**config.mk**
```make
export PLATFORM = sky130hd
export DESIGN_NAME = pc_ifid_stage_flat
export DESIGN_NICKNAME = d
export VERILOG_FILES = /design/src/rtl/pc_ifid_stage_pkg.sv /design/src/rtl/pc_ifid_stage_if.sv /design/src/rtl/sat_counter.sv /design/src/rtl/pc_ifid_stage.sv /design/src/flat_wrapper.sv
export SDC_FILE = /design/constraint.sdc
export NUM_CORES = 1
export LEC_CHECK = 0
export CAP_MARGIN = 5
export CORE_UTILIZATION = 44
export CTS_BUF_LIST = sky130_fd_sc_hd__clkbuf_8 sky130_fd_sc_hd__clkbuf_16
export DETAILED_ROUTE_END_ITERATION = 10
export HOLD_SLACK_MARGIN = 0.08
export PLACE_DENSITY_LB_ADDON = 0.15
export REMOVE_ABC_BUFFERS = 1
export SYNTH_ARGS = -nofsm -noshare
export SYNTH_HDL_FRONTEND = slang
export SYNTH_HIERARCHICAL = 1
export SYNTH_SLANG_ARGS = --single-unit
```
**constraint.sdc**
```tcl
create_clock -name clk -period 2.55 [get_ports clk]
set_input_delay 0.765 -clock clk [delete_from_list [all_inputs] [get_ports clk]]
set_output_delay 0.765 -clock clk [all_outputs]
set_load 0.05 [all_outputs]
```
**src/rtl/pc_ifid_stage_pkg.sv**
```systemverilog
// Shared front-end definitions: PCSrc encodings, hazard cause bit indices and the IF/ID payload.
package pc_ifid_stage_pkg;

  typedef enum logic [2:0] {
    PCSRC_SEQ   = 3'b000,
    PCSRC_BR    = 3'b001,
    PCSRC_J     = 3'b010,
    PCSRC_JR    = 3'b011,
    PCSRC_ILLOP = 3'b100,
    PCSRC_XADR  = 3'b101
  } pcsrc_e;

  localparam int unsigned HZ_LOADUSE = 0;
  localparam int unsigned HZ_JUMP    = 1;
  localparam int unsigned HZ_BRANCH  = 2;

  localparam int unsigned CNT_W      = 16;
  localparam logic [31:0] NOP_INSTR  = 32'h0000_0000;

  typedef struct packed {
    logic [31:0] instr;
    logic [31:0] pc_plus4;
  } ifid_t;

  // Bit 31 is the kernel flag; only bits 30:0 take part in the increment.
  function automatic logic [31:0] pc_plus4(input logic [31:0] pc);
    return {pc[31], pc[30:0] + 31'd4};
  endfunction

endpackage

```
**src/rtl/pc_ifid_stage_if.sv**
```systemverilog
// Bundle of the fetch-stage inputs from fetch/ID/EX/hazard logic and the registered stage outputs.
interface pc_ifid_stage_if import pc_ifid_stage_pkg::*; ();

  logic [31:0]      IF_Instruction;
  logic [2:0]       ID_PCSrc;
  logic [2:0]       ID_EX_PCSrc;
  logic             EX_ALUResult0;
  logic [31:0]      EX_BranchTarget;
  logic [31:0]      ID_JumpTarget;
  logic [31:0]      ID_JrTarget;
  logic [2:0]       PCWrite;
  logic [2:0]       IF_ID_WRITE;
  logic [2:0]       IF_ID_Flush;
  logic [31:0]      PC;
  logic [31:0]      IF_ID_Instruction;
  logic [31:0]      IF_ID_PC_Plus4;
  logic [CNT_W-1:0] stall_count;
  logic [CNT_W-1:0] flush_count;

  modport master (
    output IF_Instruction, ID_PCSrc, ID_EX_PCSrc, EX_ALUResult0, EX_BranchTarget,
           ID_JumpTarget, ID_JrTarget, PCWrite, IF_ID_WRITE, IF_ID_Flush,
    input  PC, IF_ID_Instruction, IF_ID_PC_Plus4, stall_count, flush_count
  );

  modport slave (
    input  IF_Instruction, ID_PCSrc, ID_EX_PCSrc, EX_ALUResult0, EX_BranchTarget,
           ID_JumpTarget, ID_JrTarget, PCWrite, IF_ID_WRITE, IF_ID_Flush,
    output PC, IF_ID_Instruction, IF_ID_PC_Plus4, stall_count, flush_count
  );

endinterface

```
**src/rtl/sat_counter.sv**
```systemverilog
// Event counter that sticks at all-ones instead of wrapping.
module sat_counter #(
  parameter int unsigned W = 16
) (
  input  logic         clk,
  input  logic         reset,
  input  logic         inc,
  output logic [W-1:0] count
);

  logic [W-1:0] r_count;

  always_ff @(posedge clk or negedge reset) begin
    if (!reset) begin
      r_count <= '0;
    end else if (inc && !(&r_count)) begin
      r_count <= r_count + W'(1);
    end
  end

  assign count = r_count;

endmodule

```
**src/rtl/pc_ifid_stage.sv**
```systemverilog
// Program counter, next-PC select and IF/ID register driven by active-low hazard control vectors.
module pc_ifid_stage import pc_ifid_stage_pkg::*; #(
  parameter logic [31:0] RESET_PC   = 32'h8000_0000,
  parameter logic [31:0] ILLOP_ADDR = 32'h8000_0004,
  parameter logic [31:0] XADR_ADDR  = 32'h8000_0008
) (
  input  logic          clk,
  input  logic          reset,
  pc_ifid_stage_if.slave bus
);

  logic [31:0] r_pc;
  logic [31:0] w_pc_next;
  logic [31:0] w_pc_plus4;
  logic [31:0] w_jr_target;
  ifid_t       r_ifid;
  ifid_t       w_ifid_next;
  logic        w_br_taken;
  logic        w_pc_hold;
  logic        w_bubble;

  assign w_pc_plus4  = pc_plus4(r_pc);
  assign w_br_taken  = (bus.ID_EX_PCSrc == PCSRC_BR) && bus.EX_ALUResult0;
  assign w_pc_hold   = !w_br_taken && !(&bus.PCWrite);
  // A jr must never promote user code into kernel space.
  assign w_jr_target = (bus.ID_JrTarget & 32'h7FFF_FFFF) | {r_pc[31], 31'b0};

  always_comb begin
    w_pc_next = w_pc_plus4;
    if (w_br_taken) begin
      w_pc_next = bus.EX_BranchTarget;
    end else if (w_pc_hold) begin
      w_pc_next = r_pc;
    end else begin
      case (bus.ID_PCSrc)
        PCSRC_J:     w_pc_next = bus.ID_JumpTarget;
        PCSRC_JR:    w_pc_next = w_jr_target;
        PCSRC_ILLOP: w_pc_next = ILLOP_ADDR;
        PCSRC_XADR:  w_pc_next = XADR_ADDR;
        default:     w_pc_next = w_pc_plus4;
      endcase
    end
  end

  // The EX branch squash outranks an ID-side hold so a stalled jr cannot survive a taken branch.
  always_comb begin
    w_bubble    = 1'b0;
    w_ifid_next = '{instr: bus.IF_Instruction, pc_plus4: w_pc_plus4};
    if (!bus.IF_ID_Flush[HZ_BRANCH] || w_br_taken) begin
      w_bubble = 1'b1;
    end else if (!(&bus.IF_ID_WRITE)) begin
      w_ifid_next = r_ifid;
    end else if (!bus.IF_ID_Flush[HZ_JUMP] || !bus.IF_ID_Flush[HZ_LOADUSE]) begin
      w_bubble = 1'b1;
    end
    if (w_bubble) begin
      w_ifid_next = '{instr: NOP_INSTR, pc_plus4: w_pc_plus4};
    end
  end

  always_ff @(posedge clk or negedge reset) begin
    if (!reset) begin
      r_pc   <= RESET_PC;
      r_ifid <= '{instr: NOP_INSTR, pc_plus4: pc_plus4(RESET_PC)};
    end else begin
      r_pc   <= w_pc_next;
      r_ifid <= w_ifid_next;
    end
  end

  sat_counter #(
    .W(CNT_W)
  ) u_stall_cnt (
    .clk  (clk),
    .reset(reset),
    .inc  (w_pc_hold),
    .count(bus.stall_count)
  );

  sat_counter #(
    .W(CNT_W)
  ) u_flush_cnt (
    .clk  (clk),
    .reset(reset),
    .inc  (w_bubble),
    .count(bus.flush_count)
  );

  assign bus.PC                = r_pc;
  assign bus.IF_ID_Instruction = r_ifid.instr;
  assign bus.IF_ID_PC_Plus4    = r_ifid.pc_plus4;

endmodule

```
**src/flat_wrapper.sv**
```systemverilog
// flat-port wrapper written by rule: the top's interface ports become plain ports
module pc_ifid_stage_flat import pc_ifid_stage_pkg::*;
#(
  parameter logic [31:0] RESET_PC   = 32'h8000_0000,
  parameter logic [31:0] ILLOP_ADDR = 32'h8000_0004,
  parameter logic [31:0] XADR_ADDR  = 32'h8000_0008
)
  (clk, reset, bus_IF_Instruction, bus_ID_PCSrc, bus_ID_EX_PCSrc, bus_EX_ALUResult0, bus_EX_BranchTarget, bus_ID_JumpTarget, bus_ID_JrTarget, bus_PCWrite, bus_IF_ID_WRITE, bus_IF_ID_Flush, bus_PC, bus_IF_ID_Instruction, bus_IF_ID_PC_Plus4, bus_stall_count, bus_flush_count);
  pc_ifid_stage_if bus_i ();
  input  logic clk;
  input  logic reset;
  input wire logic [$bits(bus_i.IF_Instruction)-1:0] bus_IF_Instruction;
  input wire logic [$bits(bus_i.ID_PCSrc)-1:0] bus_ID_PCSrc;
  input wire logic [$bits(bus_i.ID_EX_PCSrc)-1:0] bus_ID_EX_PCSrc;
  input wire logic [$bits(bus_i.EX_ALUResult0)-1:0] bus_EX_ALUResult0;
  input wire logic [$bits(bus_i.EX_BranchTarget)-1:0] bus_EX_BranchTarget;
  input wire logic [$bits(bus_i.ID_JumpTarget)-1:0] bus_ID_JumpTarget;
  input wire logic [$bits(bus_i.ID_JrTarget)-1:0] bus_ID_JrTarget;
  input wire logic [$bits(bus_i.PCWrite)-1:0] bus_PCWrite;
  input wire logic [$bits(bus_i.IF_ID_WRITE)-1:0] bus_IF_ID_WRITE;
  input wire logic [$bits(bus_i.IF_ID_Flush)-1:0] bus_IF_ID_Flush;
  output wire logic [$bits(bus_i.PC)-1:0] bus_PC;
  output wire logic [$bits(bus_i.IF_ID_Instruction)-1:0] bus_IF_ID_Instruction;
  output wire logic [$bits(bus_i.IF_ID_PC_Plus4)-1:0] bus_IF_ID_PC_Plus4;
  output wire logic [$bits(bus_i.stall_count)-1:0] bus_stall_count;
  output wire logic [$bits(bus_i.flush_count)-1:0] bus_flush_count;
  assign bus_i.IF_Instruction = bus_IF_Instruction;
  assign bus_i.ID_PCSrc = bus_ID_PCSrc;
  assign bus_i.ID_EX_PCSrc = bus_ID_EX_PCSrc;
  assign bus_i.EX_ALUResult0 = bus_EX_ALUResult0;
  assign bus_i.EX_BranchTarget = bus_EX_BranchTarget;
  assign bus_i.ID_JumpTarget = bus_ID_JumpTarget;
  assign bus_i.ID_JrTarget = bus_ID_JrTarget;
  assign bus_i.PCWrite = bus_PCWrite;
  assign bus_i.IF_ID_WRITE = bus_IF_ID_WRITE;
  assign bus_i.IF_ID_Flush = bus_IF_ID_Flush;
  assign bus_PC = bus_i.PC;
  assign bus_IF_ID_Instruction = bus_i.IF_ID_Instruction;
  assign bus_IF_ID_PC_Plus4 = bus_i.IF_ID_PC_Plus4;
  assign bus_stall_count = bus_i.stall_count;
  assign bus_flush_count = bus_i.flush_count;
  pc_ifid_stage #(.RESET_PC(RESET_PC), .ILLOP_ADDR(ILLOP_ADDR), .XADR_ADDR(XADR_ADDR)) u_core (.clk(clk), .reset(reset), .bus(bus_i));
endmodule
```
== Word level (Yosys, flattened, before mapping) ==
Index checks and enable logic that the tools add are counted.

* $add $sub $neg: 3
* Multiplexer cells: 9
* Eq/ne operators: 6
* Bitwise operators: 1
* Reductions and logical operators: 20

{| class="wikitable"
|+ Operators with widths
! cell !! number
|-
| 2-to-1 mux 64 bit || 3
|-
| case mux 32 bit (4 select lines) || 1
|-
| 2-to-1 mux 32 bit || 2
|-
| adder 16 x 1 -> 16 bit, second input constant || 2
|-
| OR 31 x 32 -> 32 bit || 1
|-
| AND reduction 16 bit || 2
|-
| adder 31 x 3 -> 31 bit, second input constant || 1
|-
| zero test 1 bit || 7
|-
| equality test 3 x 2 -> 1 bit, second input constant || 2
|-
| equality test 3 bit, second input constant || 2
|-
| AND reduction 3 bit || 2
|-
| nonzero test 5 bit || 1
|-
| logical AND 1 bit || 4
|-
| equality test 3 x 1 -> 1 bit, second input constant || 1
|-
| 2-to-1 mux 1 bit || 3
|-
| nonzero test 3 bit || 1
|-
| logical OR 1 bit || 2
|-
| != test 2 x 1 -> 1 bit, second input constant || 1
|-
| AND reduction 2 bit || 1
|}

* Register bits: 128
* Logic and storage cells: 45
* Input bits: 146
* Output and inout bits: 128

== Depth between registers and ports, before layout ==
* Depth after elaboration: 6
* Mapped depth: 8
* Mapped depth without buffers: 7

== Cells and area by module ==
The synthesis kept the hierarchy.

{| class="wikitable"
|+ By module, submodules not included
! module !! area each (um^2) !! sequential area each (um^2) !! cells each !! instances
|-
| pc_ifid_stage || 5333.9 || 2406.1 || 583 || 1
|-
| sat_counter || 840.8 || 400.4 || 75 || 2
|}

== Worst setup path before layout ==
OpenSTA, ideal clock, no wires.

* Kind: register -> register
* Start point: reg u_core.r_pc[14], in the netlist u_core/bus.PC[14]
* End point: reg u_core.r_pc[29], in the netlist u_core/bus.PC[29]
* Path buffers: 2
* Clock period less this slack: 2.445 ns
* Arrival: 2.322 ns
* Setup time: 0.123 ns
* Setup slack: 0.105 ns
* Required time: 2.427 ns
* Stages on the path, launching flop included: 8
* Path through: dfrtp_1 > buf_6 > nand3_2 > or4_1 > buf_2 > or4_4 > a21oi_1 > o2bb2ai_1

* Word-level cells in the longest chain between the ends: 4

{| class="wikitable"
|+ Ends and longest elaborated chain
! what !! RTL line !! text
|-
| start, declared || pc_ifid_stage.sv:12 || <nowiki>logic [31:0] r_pc;</nowiki>
|-
| start signal, assigned || pc_ifid_stage.sv:66 || <nowiki>r_pc <= w_pc_next;</nowiki>
|-
| adder 31 x 3 -> 31 bit || pc_ifid_stage_pkg.sv:27 || <nowiki>return {pc[31], pc[30:0] + 31'd4};</nowiki>
|-
| case mux 32 bit (4 select lines) || pc_ifid_stage.sv:35 || <nowiki>case (bus.ID_PCSrc)</nowiki>
|-
| 2-to-1 mux 32 bit || pc_ifid_stage.sv:32 || <nowiki>end else if (w_pc_hold) begin</nowiki>
|-
| 2-to-1 mux 32 bit || pc_ifid_stage.sv:30 || <nowiki>if (w_br_taken) begin</nowiki>
|}

No other way between the ends. The select of a mux whose other input is x is not followed.
A chain may end at the register's enable or synchronous reset.

== Final worst setup path ==
* Start point: reg u_core.r_ifid (netlist bit u_core/bus.IF_ID_PC_Plus4[2])
* End point: out bus_IF_ID_PC_Plus4[2]

{| class="wikitable"
|+ RTL lines
! what !! RTL line !! text
|-
| start, declared || pc_ifid_stage.sv:16 || <nowiki>ifid_t r_ifid;</nowiki>
|-
| start signal, assigned || pc_ifid_stage.sv:64 || <nowiki>r_ifid <= '{instr: NOP_INSTR, pc_plus4: pc_plus4(RESET_PC)};</nowiki>
|-
| start signal, assigned || pc_ifid_stage.sv:67 || <nowiki>r_ifid <= w_ifid_next;</nowiki>
|-
| end, declared || flat_wrapper.sv:24 || <nowiki>output wire logic [$bits(bus_i.IF_ID_PC_Plus4)-1:0] bus_IF_ID_PC_Plus4;</nowiki>
|}

No word-level cell between the ends.

==> summary.md <==
| Metric | Value |
|---|---|
| Status | `complete, no violations` |
| YS warnings | `6` |
| Largest fanout on the critical path | `2` |
| WL/cell | `18.0 µm` |
| Clock power frac | `0.307` |
| Period utilisation layout | `0.986` |
| Seq/Total Area, Yosys | `0.457` |
| Detailed Routing Iterations Pass 1 | `5` |
| RSZ-0062 raised after global routing | `no` |
| Hold Crit Class | `in -> async` |
| Drc violations | `0` |
| EDFF count, synth | `0` |
| CP Cell Sequence | `clkdlybuf4s50_1` |
| Synthesis-to-finish area growth | `58.1%` |
| Worst-margin pin slew | `0.599 ns` |
| Top cell type's share of synthesized area | `0.446` |
| Ratio of cells with drive above 1 in the final layout | `0.143` |
| CORE AREA | `0.0154 mm²` |
| Internal | `5.35 mW` |
| Simple-Gate Fraction of Synth Area | `0.212` |
| Arrival @ worst endpoint | `1.75 ns` |
| Unique masters post-synth | `63` |
| Gate power share | `0.371` |
| Slowest CP cell | `clkdlybuf4s50_1` |
| Antenna violations before repair | `0` |
| Synth cell count leaders | `dfrtp_1, nand2_1, o21ai_0` |
| Switching pwr | `3.42 mW` |
| Port Buffers | `272` |
| Area leader, netlist | `dfrtp_1` |
| Pwr Density | `791 mW/mm²` |
| Post-synthesis xor/xnor area fraction | `0.0462` |
| Combinational family with the most area after synthesis | `simple AND/OR/NAND/NOR gates` |
| Post-synthesis mux area share | `0.0350` |
| Seq pwr share | `0.323` |
| Final min period | `2.51 ns` |
| # rows | `45` |
| Hold-fix buffers, CTS | `0` |
| Worst stage delay on the critical path | `0.79 ns` |
| Startpoint Class | `flip-flop` |
| Area contributors post-synth | `dfrtp_1, a22o_1, nand2_1` |
| Via Count | `6940` |
| Iter 0 DRT Violations | `306` |
| Vias per cell | `5.49` |
| Slew HR | `0.600` |
| Max-slew violations | `0` |
| Initial Util | `0.456` |
| Final hold vios | `0` |
| MaxCap Viol Count | `0` |
| Final setup skew | `0.00611 ns` |
| Final Power | `8.78 mW` |
| Top Family by Delay on Critical Path | `buffers and inverters` |
| Post-DP HPWL | `16800 µm` |
| Fmax | `398 MHz` |
| Count of final setup violators | `0` |
| Syn Std Cell Area | `0.00702 mm²` |
| Fin util | `0.721` |
| Die W | `128 µm` |
| TritonCTS clock tree | `built` |
| Cells after Synth | `733` |
| Die Span Y | `128 µm` |
| I/O pin count | `274` |
| Crit path buffers/inverters | `1` |
| Clk sinks | `128` |
| Synth Area in Adders | `0.00535` |
| Largest net degree at the start of global routing | `59` |
| H-tree levels | `4` |
| Critical path class | `reg -> out` |
| Avg Inst Size Synth | `9.57 µm²` |
| Minimum hold slack | `0.313 ns` |
| Die area | `0.0165 mm²` |
| Worst VDD drop | `0.504 mV` |
| Routability congestion estimate from global placement | `0.822` |
| Diode count | `0` |
| Fin nets | `1189` |
| Critical Path RT | `1.79 ns` |
| Sw frac | `0.390` |
| Setup crit end kind | `output port` |
| Post-synth top flop | `dfrtp_1` |
| Total Neg Setup Slack | `0 ns` |
| Clock Latency Late Sink | `0.42 ns` |
| Worst-case clock buffer depth | `2` |
| Post-CTS setup buffers | `0` |
| Total CTS buffers | `17` |
| Clk slew on worst S/H paths | `0.06 ns` |
| Root Buffer | `clkbuf_16` |
| Routed Antenna Nets | `0` |
| Top-count cell post-synth | `dfrtp_1` |
| Total grt overflow | `0` |
| Vias in the first global route | `6865` |
| Leak Pwr | `4.93 nW` |
| Compound-cell area share of the yosys netlist | `0.205` |
| FF+latch count, synth | `128` |
| First-pass GRT wire length | `35400 µm` |
| GR Util All Layers | `0.282` |
| WL final | `22700 µm` |
| Async S/R FF share, synth | `1.00` |
sequential cells by signal, summed over array words and instances, names as in the netlist:
signal                        cells
u_core/bus.IF_ID_Instruction     32
u_core/u_stall_cnt/count         16
u_core/bus.IF_ID_PC_Plus4        32
u_core/bus.PC                    32
u_core/u_flush_cnt/count         16
through the flow:
step,cells,instance area [µm²],worst slack (ns)
after floorplan,681,6790,-3.93
after global placement,1232,10400,-0.236
after detailed placement,1232,10400,-0.320
after CTS,1264,11000,0.00186
after global routing,1264,11100,0.00298
final,1264,11100,0.0361
cell usage in the layout (no fill, tap or decap), types with 4 or more instances in the layout:
master / netlist / layout
o2bb2ai_1: 4 / 4
a2111oi_0: 6 / 6
o31ai_1: 22 / 22
a22o_1: 36 / 36
a21oi_1: 30 / 30
mux2i_1: 11 / 11
buf_12: 0 / 8
or3_1: 4 / 4
nand3_1: 27 / 27
nor4_2: 7 / 7
o21ai_1: 7 / 7
mux2_2: 12 / 12
nor3_1: 21 / 20
nand4_2: 4 / 4
and4_1: 8 / 8
dlygate4sd2_1: 0 / 6
nor2_1: 44 / 44
dfrtp_1: 125 / 125
nand2_1: 72 / 72
buf_4: 3 / 66
clkbuf_16: 0 / 17
bufinv_16: 0 / 5
and3_1: 7 / 6
nor2b_1: 18 / 18
o21ai_0: 46 / 46
clkdlybuf4s50_1: 0 / 240
inv_1: 16 / 16
a211oi_1: 16 / 16
a21o_1: 9 / 9
nand2b_1: 10 / 10
xnor2_1: 18 / 18
dlymetal6s2s_1: 0 / 18
xor2_1: 19 / 19
nand4_1: 15 / 15
a221oi_1: 4 / 4
a31oi_1: 11 / 11
timing repair:
| action | CTS | global route |
|---|---|---|
| setup endpoints to repair | 6 | 22 |
| gates resized for setup | 6 | 19 |
| pin swaps | 0 | 1 |
final timing paths:
kind	startpoint	endpoint	slack (ns)	depth (start not counted)
max	u_core/bus.IF_ID_PC_Plus4[2]$_DFFE_PN1P_	bus_IF_ID_PC_Plus4[2]	0.04	1
min	reset	u_core/u_stall_cnt/count[14]$_DFFE_PN0P_	0.31	1
max reg2reg	u_core/bus.PC[18]$_DFFE_PN0P_	u_core/bus.PC[29]$_DFFE_PN0P_	0.22	5
min reg2reg	u_core/bus.IF_ID_PC_Plus4[31]$_DFFE_PN1P_	u_core/bus.IF_ID_PC_Plus4[31]$_DFFE_PN1P_	0.47	2
max in group asynchronous	reset	u_core/bus.IF_ID_PC_Plus4[2]$_DFFE_PN1P_	1.58	2
min in group clk	u_core/bus.IF_ID_PC_Plus4[31]$_DFFE_PN1P_	u_core/bus.IF_ID_PC_Plus4[31]$_DFFE_PN1P_	0.47	2
logic make-up after synthesis:
| group | after synthesis |
|---|---|
| compound gates | 210 |
| xor+xnor | 37 |
| fa+ha+maj | 3 |
| buf+inv | 68 |
| flops | 128 |
| mux | 23 |
| simple gates | 264 |
layout make-up:
cell class              instances  area, µm²
clock inverters                14        214
clock buffers                  18        439
repair buffers                340       3350
well taps                     211        264
multi-input cells             537       3550
flip-flops and latches        128       3210
fillers                      1200       4280
inverters                      16       60.1
routing by layer:
| layer | global-route usage | vias up | wire (µm) |
|---|---|---|---|
| met4 | 0.0955 | 0 | 375 |
| met2 | 0.478 | 292 | 11000 |
| met5 | 0 | - | 0 |
| li1 | - | 3321 | - |
| met3 | 0.0793 | 30 | 1900 |
| met1 | 0.342 | 3297 | 9420 |
power groups by stage:
stage	Sequential (mW)	Clock [mW]	Combinational, mW
6_report	2.83	2.69	3.25
3_5_place_dp	2.86	0	3.27
2_1_floorplan	4.01	0	0.692
3_3_place_gp	2.85	0	3.23
5_1_grt	2.89	2.82	3.42
4_1_cts	2.83	2.74	3.27
Note: power is estimated with default switching activity, not from simulation.
